## config.mk

```make
export PLATFORM = sky130hd
export DESIGN_NAME = peak_reader_flat
export DESIGN_NICKNAME = d
export VERILOG_FILES = /design/src/rtl/peak_pkg.sv /design/src/rtl/peak_reader_if.sv /design/src/rtl/valid_edge_sync.sv /design/src/rtl/peak_reader.sv /design/src/flat_wrapper.sv
export SDC_FILE = /design/constraint.sdc
export NUM_CORES = 2
export LEC_CHECK = 0
export BUFFER_PORTS_ARGS = -buffer_cell sky130_fd_sc_hd__buf_2
export CAP_MARGIN = 20
export CORE_MARGIN = 2
export CORE_UTILIZATION = 43
export CTS_BUF_LIST = sky130_fd_sc_hd__clkbuf_4 sky130_fd_sc_hd__clkbuf_8
export CTS_CLUSTER_DIAMETER = 200
export DETAILED_ROUTE_END_ITERATION = 16
export SLEW_MARGIN = 40
export SYNTH_ARGS = -nofsm -noshare
export SYNTH_HDL_FRONTEND = slang
export SYNTH_SLANG_ARGS = --single-unit
```

## constraint.sdc

```tcl
create_clock -name CLOCK_50 -period 13.8 [get_ports CLOCK_50]
set_clock_uncertainty 0.2 [all_clocks]
set_input_delay 0.69 -clock CLOCK_50 [delete_from_list [all_inputs] [get_ports CLOCK_50]]
set_output_delay 0.69 -clock CLOCK_50 [all_outputs]
set_load 0.01 [all_outputs]
```

## src/rtl/peak_pkg.sv

```systemverilog
// peak_pkg: shared definitions for the peak reader.
//   - Frame geometry: peaks per frame and field widths.
//   - Avalon register addresses and STATUS bit positions.
//   - peak_frame_t: one captured frame (time counter + PEAKS freq/amp pairs).
package peak_pkg;

    localparam int PEAKS      = 6;   // peak pairs per frame, at most 14
    localparam int FREQ_WIDTH = 10;  // frequency index width, at most 16
    localparam int AMPL_WIDTH = 16;  // signed amplitude width, at most 16
    localparam int TIME_WIDTH = 32;  // frame counter width, at most 32

    localparam logic [3:0] ADDR_STATUS = 4'd0;
    localparam logic [3:0] ADDR_TIME   = 4'd1;
    localparam logic [3:0] ADDR_PEAK0  = 4'd2;

    localparam int STAT_OVF_BIT   = 31;
    localparam int STAT_EMPTY_BIT = 30;
    localparam int STAT_FULL_BIT  = 29;
    localparam int STAT_COUNT_MSB = 7;

    typedef struct packed {
        logic [TIME_WIDTH-1:0]            counter;
        logic [PEAKS-1:0][FREQ_WIDTH-1:0] freqs;
        logic [PEAKS-1:0][AMPL_WIDTH-1:0] amps;
    } peak_frame_t;

    // Packs one peak into a PEAK_k register word: freq zero-extended in the
    // upper half, amplitude sign-extended in the lower half.
    function automatic logic [31:0] peak_word(logic [FREQ_WIDTH-1:0] freq,
                                              logic [AMPL_WIDTH-1:0] amp);
        return {16'(freq), 16'(signed'(amp))};
    endfunction

endpackage

```

## src/rtl/peak_reader_if.sv

```systemverilog
// peak_reader_if: Avalon-MM slave bus between the HPS bridge and peak_reader.
//   chipselect/read/write/address/writedata : master -> slave
//   readdata : registered read data, valid the cycle after chipselect & read
//   irq      : level interrupt, high while frames are queued
// Handshake: a read or write is a single-cycle command sampled on the rising
// clock edge while chipselect is high; there is no waitrequest, and read data
// always appears exactly one cycle after the sampled read.
interface peak_reader_if;
    logic        chipselect;
    logic        read;
    logic        write;
    logic [3:0]  address;
    logic [31:0] writedata;
    logic [31:0] readdata;
    logic        irq;

    modport master (
        output chipselect, read, write, address, writedata,
        input  readdata, irq
    );

    modport slave (
        input  chipselect, read, write, address, writedata,
        output readdata, irq
    );
endinterface

```

## src/rtl/valid_edge_sync.sv

```systemverilog
// valid_edge_sync: brings the asynchronous valid strobe into the clock domain
// and produces a one-cycle registered pulse per rising edge.
//   clk     : destination clock
//   rst_n   : asynchronous active-low reset
//   async_i : asynchronous level strobe
//   pulse_o : one-cycle pulse, registered, two cycles after the synchronized rise
module valid_edge_sync (
    input  logic clk,
    input  logic rst_n,
    input  logic async_i,
    output logic pulse_o
);

    logic sync1_q;
    logic sync2_q;
    logic sync3_q;
    logic pulse_q;

    always_ff @(posedge clk or negedge rst_n) begin
        if (!rst_n) begin
            sync1_q <= 1'b0;
            sync2_q <= 1'b0;
            sync3_q <= 1'b0;
            pulse_q <= 1'b0;
        end else begin
            sync1_q <= async_i;
            sync2_q <= sync1_q;
            sync3_q <= sync2_q;
            // Only a low-to-high transition of the synchronized level fires,
            // so a held-high strobe yields exactly one pulse.
            pulse_q <= sync2_q & ~sync3_q;
        end
    end

    assign pulse_o = pulse_q;

endmodule

```

## src/rtl/peak_reader.sv

```systemverilog
// peak_reader: captures each frame published by the peak finder into a small
// frame FIFO and lets the HPS drain it over Avalon-MM.
//   CLOCK_50      : system clock
//   reset_n       : asynchronous active-low reset
//   valid_in      : frame strobe from the peaks stage (asynchronous)
//   counter_in    : frame time counter
//   freqs_in      : PEAKS frequency indices
//   amplitudes_in : PEAKS signed amplitudes
//   bus           : Avalon slave (STATUS/TIME/PEAK_k reads, overflow clear
//                   and pop writes) plus irq
module peak_reader
    import peak_pkg::*;
#(
    parameter int DEPTH = 8  // frames, power of two, 2..128
) (
    input  logic                             CLOCK_50,
    input  logic                             reset_n,
    input  logic                             valid_in,
    input  logic [TIME_WIDTH-1:0]            counter_in,
    input  logic [PEAKS-1:0][FREQ_WIDTH-1:0] freqs_in,
    input  logic [PEAKS-1:0][AMPL_WIDTH-1:0] amplitudes_in,
    peak_reader_if.slave                     bus
);

    localparam int PTR_W = $clog2(DEPTH);
    localparam int CNT_W = $clog2(DEPTH + 1);

    peak_frame_t        mem_q [DEPTH];
    peak_frame_t        in_frame;
    peak_frame_t        head;

    logic [PTR_W-1:0]   wr_ptr_q, wr_ptr_d;
    logic [PTR_W-1:0]   rd_ptr_q, rd_ptr_d;
    logic [CNT_W-1:0]   count_q, count_d;
    logic               ovf_q, ovf_d;
    logic [31:0]        readdata_q, readdata_d;
    logic               irq_q, irq_d;

    logic               push;
    logic               push_ok;
    logic               pop_req;
    logic               pop_ok;
    logic               clr_ovf;
    logic               empty;
    logic               full;
    logic               rd_sel;
    logic               wr_sel;

    valid_edge_sync u_sync (
        .clk     (CLOCK_50),
        .rst_n   (reset_n),
        .async_i (valid_in),
        .pulse_o (push)
    );

    assign in_frame.counter = counter_in;
    assign in_frame.freqs   = freqs_in;
    assign in_frame.amps    = amplitudes_in;

    assign head  = mem_q[rd_ptr_q];
    assign empty = (count_q == '0);
    assign full  = (count_q == CNT_W'(DEPTH));

    assign rd_sel  = bus.chipselect & bus.read;
    assign wr_sel  = bus.chipselect & bus.write;
    assign pop_req = wr_sel && (bus.address == ADDR_TIME);
    assign clr_ovf = wr_sel && (bus.address == ADDR_STATUS) && bus.writedata[31];

    // A simultaneous pop frees the slot the push needs, even when full.
    assign pop_ok  = pop_req && !empty;
    assign push_ok = push && (!full || pop_ok);

    always_comb begin
        wr_ptr_d = wr_ptr_q;
        rd_ptr_d = rd_ptr_q;
        count_d  = count_q;
        ovf_d    = ovf_q;

        if (push_ok) wr_ptr_d = wr_ptr_q + PTR_W'(1);
        if (pop_ok)  rd_ptr_d = rd_ptr_q + PTR_W'(1);

        case ({push_ok, pop_ok})
            2'b10:   count_d = count_q + CNT_W'(1);
            2'b01:   count_d = count_q - CNT_W'(1);
            default: count_d = count_q;
        endcase

        // Set has priority over a clear in the same cycle.
        if (clr_ovf)             ovf_d = 1'b0;
        if (push && !push_ok)    ovf_d = 1'b1;
    end

    // Read mux uses the current head, so a read alongside a pop returns the
    // pre-pop frame. readdata holds its value between reads.
    always_comb begin
        readdata_d = readdata_q;
        if (rd_sel) begin
            readdata_d = '0;
            if (bus.address == ADDR_STATUS) begin
                readdata_d[STAT_OVF_BIT]       = ovf_q;
                readdata_d[STAT_EMPTY_BIT]     = empty;
                readdata_d[STAT_FULL_BIT]      = full;
                readdata_d[STAT_COUNT_MSB:0]   = 8'(count_q);
            end else if (!empty) begin
                if (bus.address == ADDR_TIME) begin
                    readdata_d = 32'(head.counter);
                end
                for (int k = 0; k < PEAKS; k++) begin
                    if (bus.address == 4'(int'(ADDR_PEAK0) + k)) begin
                        readdata_d = peak_word(head.freqs[k], head.amps[k]);
                    end
                end
            end
        end
    end

    // irq follows the registered count, so it trails a count change by one cycle.
    assign irq_d = (count_q != '0);

    always_ff @(posedge CLOCK_50 or negedge reset_n) begin
        if (!reset_n) begin
            wr_ptr_q   <= '0;
            rd_ptr_q   <= '0;
            count_q    <= '0;
            ovf_q      <= 1'b0;
            readdata_q <= '0;
            irq_q      <= 1'b0;
        end else begin
            wr_ptr_q   <= wr_ptr_d;
            rd_ptr_q   <= rd_ptr_d;
            count_q    <= count_d;
            ovf_q      <= ovf_d;
            readdata_q <= readdata_d;
            irq_q      <= irq_d;
        end
    end

    // Frame storage carries no reset; validity is tracked by count_q alone.
    always_ff @(posedge CLOCK_50) begin
        if (push_ok) mem_q[wr_ptr_q] <= in_frame;
    end

    assign bus.readdata = readdata_q;
    assign bus.irq      = irq_q;

endmodule

```

## src/flat_wrapper.sv

```systemverilog
// flat-port wrapper written by rule: the top's interface ports become plain ports
module peak_reader_flat import peak_pkg::*;
#(
    parameter int DEPTH = 8                                 
)
  (CLOCK_50, reset_n, valid_in, counter_in, freqs_in, amplitudes_in, bus_chipselect, bus_read, bus_write, bus_address, bus_writedata, bus_readdata, bus_irq);
  peak_reader_if bus_i ();
  input  logic CLOCK_50;
  input  logic reset_n;
  input  logic valid_in;
  input  logic [TIME_WIDTH-1:0] counter_in;
  input  logic [PEAKS-1:0][FREQ_WIDTH-1:0] freqs_in;
  input  logic [PEAKS-1:0][AMPL_WIDTH-1:0] amplitudes_in;
  input wire logic [$bits(bus_i.chipselect)-1:0] bus_chipselect;
  input wire logic [$bits(bus_i.read)-1:0] bus_read;
  input wire logic [$bits(bus_i.write)-1:0] bus_write;
  input wire logic [$bits(bus_i.address)-1:0] bus_address;
  input wire logic [$bits(bus_i.writedata)-1:0] bus_writedata;
  output wire logic [$bits(bus_i.readdata)-1:0] bus_readdata;
  output wire logic [$bits(bus_i.irq)-1:0] bus_irq;
  assign bus_i.chipselect = bus_chipselect;
  assign bus_i.read = bus_read;
  assign bus_i.write = bus_write;
  assign bus_i.address = bus_address;
  assign bus_i.writedata = bus_writedata;
  assign bus_readdata = bus_i.readdata;
  assign bus_irq = bus_i.irq;
  peak_reader #(.DEPTH(DEPTH)) u_core (.CLOCK_50(CLOCK_50), .reset_n(reset_n), .valid_in(valid_in), .counter_in(counter_in), .freqs_in(freqs_in), .amplitudes_in(amplitudes_in), .bus(bus_i));
endmodule
```

* After elaboration in Yosys (flattened, before gate mapping)
Memory sizes are Yosys's and may differ from the RTL's.
Cells that the tools add are included.
** Storage, ports and cells
- Bits in registers :: 48
- Bits in latches :: 0
- Bits in writable memories :: 1504
- Memory bits (read-only) :: 0
- Input bits :: 230
- Logic and storage cells :: 60
- Memories kept :: 1
** Memories
- u_core.mem_q :: depth 8, bits a word 188, rd ports 1, clocked after memory_dff 0, write ports 1, RTL line peak_reader.sv:28 : peak_frame_t mem_q [DEPTH];
** Cells by class
- Add/sub/neg operators :: 4
- Multiply operators :: 0
- Divide/modulo/power cells :: 0
- $lt $le $gt $ge :: 0
- Equality and inequality tests :: 10
- Shift-type cells :: 0
- Muxes and demuxes :: 16
- Bitwise operators :: 4
- Reductions and logical operators :: 15
** Operators by type and width (count)
- 32-bit 2-to-1 mux :: 8
- 21-bit 2-to-1 mux :: 1
- 4-bit by 3-bit equality test with 1-bit output (second input constant) :: 4
- 4-bit by 2-bit equality test with 1-bit output (second input constant) :: 2
- 4-bit zero test :: 2
- 8-bit 2-to-1 mux :: 1
- 4-bit one-hot mux with 2 select lines :: 1
- 3-bit by 1-bit adder with 3-bit output (second input constant) :: 2
- 1-bit logical AND :: 6
- 4-bit by 1-bit adder with 4-bit output (second input constant) :: 1
- 4-bit by 1-bit equality test with 1-bit output (second input constant) :: 1
- 4-bit equality test (second input constant) :: 1
- 1-bit 2-to-1 mux :: 4
- 2-bit nonzero test :: 2
- 4-bit nonzero test :: 1
- 4-bit by 1-bit subtractor with 4-bit output (second input constant) :: 1
- 1-bit AND :: 3
- 1-bit zero test :: 3
- 3-bit 2-to-1 mux :: 1
- 2-bit by 1-bit equality test with 1-bit output (second input constant) :: 1
- 2-bit equality test (second input constant) :: 1
- 1-bit logical OR :: 1
- 1-bit inverter :: 1

* Depth between registers and ports, before layout
- Word-level depth :: 10
- Depth in mapped cells :: 12
- Depth with buffers taken out :: 10

* Cells and area by module
From an unflattened synthesis, not the netlist that was laid out.
** Second synthesis, totals
- Cells, all modules :: 2627
- Area, all modules :: 58895.2 um^2
** Modules (own cells, without submodules)
- peak_reader :: instances 1, cells each 2622, area an instance 58781.4 um^2, seq. area each 46264.4 um^2
- valid_edge_sync :: instances 1, cells each 5, area an instance 113.9 um^2, seq. area each 100.1 um^2

* Worst setup path before layout
No wires, ideal clock.
- Kind :: in2reg
- From :: input port bus_address[3]
- To :: memory u_core.mem_q[0][0] in the netlist's numbering, enable pin
- Setup time :: 0.966 ns
- Data arrival time :: 14.767 ns
- Data required time :: 12.634 ns
- Path slack :: -2.133 ns
- Stages :: 8
- Path buffers :: 2
- Cell sequence :: buf_6 -> or4b_1 -> buf_2 -> nor2_2 -> and3_4 -> o21a_4 -> nand2b_2 -> nor3_1
** On the way
- Cells in the longest elaborated chain, start to end :: 7
** RTL lines
- start: declaration :: RTL line flat_wrapper.sv:17 : input wire logic [$bits(bus_i.address)-1:0] bus_address;
- 4-bit by 1-bit equality test with 1-bit output :: RTL line peak_reader.sv:66 : assign pop_req = wr_sel && (bus.address == ADDR_TIME);
- 1-bit logical AND :: RTL line peak_reader.sv:66
- 1-bit logical AND :: RTL line peak_reader.sv:70 : assign pop_ok = pop_req && !empty;
- 1-bit logical OR :: RTL line peak_reader.sv:71 : assign push_ok = push && (!full || pop_ok);
- 1-bit logical AND :: RTL line peak_reader.sv:71
- 1-bit 2-to-1 mux :: RTL line peak_reader.sv:140 : if (push_ok) mem_q[wr_ptr_q] <= in_frame;
- 1-bit 2-to-1 mux (not written as such) :: RTL line peak_reader.sv:140
- end: declaration :: RTL line peak_reader.sv:28
No other way between the ends.

* Final worst setup path
- From :: register u_core.rd_ptr_q[1]
- To :: register u_core.readdata_q[2] (netlist: u_core.bus.readdata[2])
** On the way
- Cells in the longest elaborated chain, start to end :: 10
** RTL lines
- start: declaration :: RTL line peak_reader.sv:33 : logic [PTR_W-1:0] rd_ptr_q, rd_ptr_d;
- start signal: assignment :: RTL line peak_reader.sv:130 : rd_ptr_q <= rd_ptr_d;
- memory read 8 x 188 bit (*)
- 32-bit 2-to-1 mux :: RTL line peak_reader.sv:105 : if (bus.address == ADDR_TIME) begin
- 32-bit 2-to-1 mux (5 in a row) :: RTL line peak_reader.sv:109 : if (bus.address == 4'(int'(ADDR_PEAK0) + k)) begin
- 32-bit 2-to-1 mux (*) :: RTL line peak_reader.sv:109
- 32-bit 2-to-1 mux (*) :: RTL line peak_reader.sv:104 : end else if (!empty) begin
- 8-bit 2-to-1 mux (*) :: RTL line peak_reader.sv:99 : if (bus.address == ADDR_STATUS) begin
- end signal: assignment :: RTL line peak_reader.sv:133 : readdata_q <= readdata_d;
- end: declaration :: RTL line peak_reader.sv:36 : logic [31:0] readdata_q, readdata_d;
Mark *: on every way between the ends. The rest lies on a longest branch, timed or not.
A chain may end at the register's enable or synchronous reset.

==> results.txt <==
- Status: finished, final reports clean
- After layout, the minimum clock period comes to roughly 4.8 ns.
- Yosys warns: 0
- Wire length of the first global-routing pass: roughly 210,000 um
- RSZ-0062 raised after global routing: false
- The number of nets in the synthesized netlist is about 2,800.
- Number of nets still failing antenna checks after routing: 0
* NumNets Final: 3,384
- Ratio of routed vias to standard cells: 5.62
* Count of clock tree sinks: roughly 1,600
- Fraction of final layout cells sized beyond drive strength 1: approximately a third
- TritonCTS built the clock tree.
- The share of the Yosys chip area taken by registers is 78.5%.
- The library cell used most frequently in the layout, excluding fill and tap cells, is sky130_fd_sc_hd__edfxtp_1.
- After detailed routing, the average wire length per cell comes to approximately 28 um.
- The filler cells instantiated in the layout total ~11,000.
- The worst register-to-register path ends at u_core.bus.readdata[2]$_DFFE_PN0P_.
- The library cells used most frequently in the layout, excluding fill and tap cells, are 1,504 x sky130_fd_sc_hd__edfxtp_1, 363 x sky130_fd_sc_hd__mux4_2, 242 x sky130_fd_sc_hd__clkbuf_8, 231 x sky130_fd_sc_hd__buf_2, 193 x sky130_fd_sc_hd__dlygate4sd3_1.
* Ordered list of cells on the worst path: buf_4 -> buf_12 -> buf_16 -> mux4_1 -> mux2_2 -> a221oi_1 -> o211ai_1 -> o211a_1
- For this run, the share of the core covered by cells in the final layout is between 50% and 60%.
- Among all flip-flop cells after synthesis, the most frequent one is sky130_fd_sc_hd__edfxtp_1.
- Met3 Resource Use GR: between 5 and 6%
- After detailed routing, the number of remaining DRC violations is 0.
* Number of resized instances in the post-cts repair step: 0
- Capture point of the critical path: u_core.bus.readdata[2]$_DFFE_PN0P_
- After clock tree synthesis, the clock-pin slew on the worst setup and hold paths is about 0.060 ns.
* Netlist area before placement: ~0.059 mm^2
- Depth of the most critical reg-to-reg path: 8
- Along the worst path, the maximum fanout reaches around 70.
* Die outline width: 375 um
- No sink is reached through more buffers than the 3 on the longest clock path.
- The later pin in the worst-skew pair is clocked with a latency of around 0.93 ns.
- IR analysis of the VDD net gives a maximum drop of between 0.0001 and 0.00015 V.
- Summed over all layers, the routed wires come to ~140,000 um.
- Number of antenna violations at the first check in global routing: 40
* Maximum level of the CTS H-tree: 4
- The hold violation count in the final report was 0.
* Crit path required time: about 14 ns
* Clock buffers created by TritonCTS: 230
- Row Count: 135
- Critical path class: reg2reg
- From synthesis to final layout, the design area changed by 17.3%.
* Y dimension of the die: about 370 um
- Count of different cell masters after synthesis: 62
- Instance count after placement with tap cells included: 4,503
* Detail Placement HPWL: around 80,000 um
- The root buffer cell chosen for the clock tree is sky130_fd_sc_hd__clkbuf_8.
- After synthesis, the share of flip-flops with an asynchronous set or reset is 3.09%.
- Max-cap viol count: 0
- Category of the worst setup path capture point: flop
- The first routing iteration left slightly below 3,000 violations.
- The largest single stage delay on the critical path is approximately 0.93 ns.
- IO Pins: ~260
- Startpoint class of the critical path: flop
* Global routing usage on met1: roughly 27%
* Power density over the cells: approximately 170 mW/mm^2
- The cell count after synthesis came out at roughly 2,600.
- Non-filler cells, final: between 5,000 and 6,000
- Vias post-DR: between 20,000 and 30,000
- In the global route stage, met2 resource usage came out at between 30% and 40%.
- Setup violators final: 0
- Via count of the first global-routing pass: 30,500
* Setup TNS: 0 ns
- Summed over all cells, the static leakage comes to 22.6 nW.
- Core footprint: roughly 0.14 mm^2
- For this run, the total global-route usage over all layers was measured as 20.5%.
- FF-to-FF setup slack: between 9 and 10 ns
* Initial Util: between 40 and 50%
- Entering global routing, the biggest net connects between 100 and 150 pins.
- Hold Path Class: reg2reg
* RD Place Congestion: 0.726
- Headroom to the max-slew limit came out at around 42%.
* Count of pins over their slew limit: 0
* Post-synthesis sequential element count: ~1,600
- The total overflow left after global routing is 0.
* Arrival time reported for the critical path endpoint: between 5 and 6 ns
* Tcrit/Tclk final: around 35%
- Mean instance size in the synthesized netlist: about 23 um^2
- Before antenna repair, the detailed router went through 7 iterations.
- Transition at the pin with the smallest max-transition slack: ~0.86 ns
- Crit Reg-Reg Startpoint: u_core.rd_ptr_q[1]$_DFFE_PN0P_
* Most crowded layer after global routing: met2
* Highest-delay cell along the critical path: sky130_fd_sc_hd__dfrtp_4
- The count of buffers added on input and output ports is 231.
- Number of synthesized flops with an enable pin: ~1,500
- The most critical setup path has its startpoint at u_core.rd_ptr_q[1]$_DFFE_PN0P_.
* Overall die area: around 0.14 mm^2
* Timing-limited maximum frequency: approximately 210 MHz
## synth_stat cells, types with 3 or more instances
| library cell | number | area share (%) |
|---|---|---|
| sky130_fd_sc_hd__o22ai_1 | 51 | 0.54 |
| sky130_fd_sc_hd__mux4_1 | 13 | 0.58 |
| sky130_fd_sc_hd__o211ai_1 | 26 | 0.33 |
| sky130_fd_sc_hd__dfrtp_1 | 48 | 2.0 |
| sky130_fd_sc_hd__clkbuf_1 | 39 | 0.25 |
| sky130_fd_sc_hd__a22oi_1 | 26 | 0.33 |
| sky130_fd_sc_hd__edfxtp_1 | 1504 | 77 |
| sky130_fd_sc_hd__mux2i_1 | 62 | 1.1 |
| sky130_fd_sc_hd__buf_6 | 3 | 0.057 |
| sky130_fd_sc_hd__mux4_2 | 363 | 14 |
| sky130_fd_sc_hd__nand2b_1 | 3 | 0.032 |
| sky130_fd_sc_hd__o21ai_0 | 32 | 0.27 |
| sky130_fd_sc_hd__nand2_1 | 93 | 0.59 |
| sky130_fd_sc_hd__or3_1 | 22 | 0.23 |
| sky130_fd_sc_hd__mux2_2 | 8 | 0.15 |
| sky130_fd_sc_hd__ha_1 | 4 | 0.085 |
| sky130_fd_sc_hd__a211oi_1 | 22 | 0.28 |
| sky130_fd_sc_hd__nor3_1 | 4 | 0.034 |
| sky130_fd_sc_hd__nor2_1 | 12 | 0.076 |
| sky130_fd_sc_hd__a221o_1 | 4 | 0.068 |
| sky130_fd_sc_hd__xnor2_1 | 5 | 0.074 |
| sky130_fd_sc_hd__buf_1 | 4 | 0.025 |
| sky130_fd_sc_hd__a221oi_1 | 5 | 0.074 |
| sky130_fd_sc_hd__and2_1 | 4 | 0.042 |
| sky130_fd_sc_hd__and3_1 | 21 | 0.22 |
| sky130_fd_sc_hd__a21oi_1 | 22 | 0.19 |
| sky130_fd_sc_hd__o211a_1 | 8 | 0.14 |
| sky130_fd_sc_hd__buf_4 | 29 | 0.37 |
| sky130_fd_sc_hd__inv_1 | 4 | 0.025 |
| sky130_fd_sc_hd__o41ai_1 | 21 | 0.31 |
| sky130_fd_sc_hd__buf_2 | 68 | 0.58 |
## worst max-delay path, delay by kind of cell (launching register included)
family / cells / cell delay, ns
DFF: 1 / 0.93
AOI/OAI and AO/OA: 3 / 0.86
buffers and inverters: 3 / 1.53
muxes: 2 / 0.91
## power breakdown
group,internal (mW),leakage [nW],switching (mW),total (mW)
registers,5.57,14.2,0.141,5.71
logic,1.12,5.91,1.17,2.29
clock network,2.00,2.48,1.69,3.69
total,8.69,22.6,3.00,11.7
## worst min path at each step
stage,startpoint,endpoint,slack (ns),cells past startpoint
after floorplan,u_core.u_sync.sync1_q$_DFF_PN0_,u_core.u_sync.sync2_q$_DFF_PN0_,0.13,0
after global placement,u_core.u_sync.sync1_q$_DFF_PN0_,u_core.u_sync.sync2_q$_DFF_PN0_,0.14,0
after detailed placement,u_core.u_sync.sync2_q$_DFF_PN0_,u_core.u_sync.sync3_q$_DFF_PN0_,0.16,0
after CTS,bus_read,u_core.bus.readdata[31]$_DFFE_PN0P_,0.09,4
after global routing,bus_read,u_core.bus.readdata[31]$_DFFE_PN0P_,0.15,4
final,u_core.u_sync.sync1_q$_DFF_PN0_,u_core.u_sync.sync2_q$_DFF_PN0_,0.18,0
## area by class of cell
cell class	count	area [um^2]	area share (%)
Antenna cell	12	30.0	0.0434
Clock buffer	326	3960	5.72
Timing Repair Buffer	492	3880	5.61
Multi-Input combinational cell	868	12000	17.4
Inverter	5	23.8	0.0343
Tap cell	1781	2230	3.22
Clock inverter	91	669	0.967
Sequential cell	1552	46400	67.0
## state kept, by name, indices dropped and copies added (netlist names), 3 cells and up
register / count
u_core.wr_ptr_q: 3
u_core.rd_ptr_q: 3
u_core.mem_q: 1504
u_core.count_q: 4
u_core.bus.readdata: 32
## repair_timing
item                       CTS  global route
hold endpoints to repair  1557             0
buffers inserted             0             0
hold buffers               193             0
## through the flow
step | area, um^2 | power [mW] | hold WS, ns | setup WS (ns)
2_1_floorplan | 59000 | 7.55 | 0.131 | 2.90
3_3_place_gp | 62300 | 7.99 | 0.142 | 8.03
3_5_place_dp | 62500 | 8.08 | 0.159 | 8.47
4_1_cts | 69100 | 11.8 | 0.0886 | 8.66
5_1_grt | 69200 | 12.2 | 0.153 | 8.85
6_report | 69200 | 11.7 | 0.183 | 9.03
## layer usage
metal,up-vias,part of all wire [%]
met4,40,2.8
met1,15300,41
li1,12200,-
met5,-,0.19
met3,269,6.5
met2,950,49
## cells by family (layout without fill, tap and decap cells)
| family | count (synthesis) | count (layout) | synth area share [%] |
|---|---|---|---|
| DFF | 1552 | 1552 | 78.5 |
| muxes | 448 | 448 | 15.7 |
| AOI/OAI and AO/OA | 224 | 224 | 2.64 |
| and+or+nand+nor | 184 | 184 | 1.59 |
| buffers and inverters | 149 | 914 | 1.34 |
| xor gates and xnor gates | 7 | 7 | 0.104 |
| adders and majority gates | 5 | 5 | 0.119 |
| other | 0 | 12 | 0 |
(Power assumes the default switching activity.)
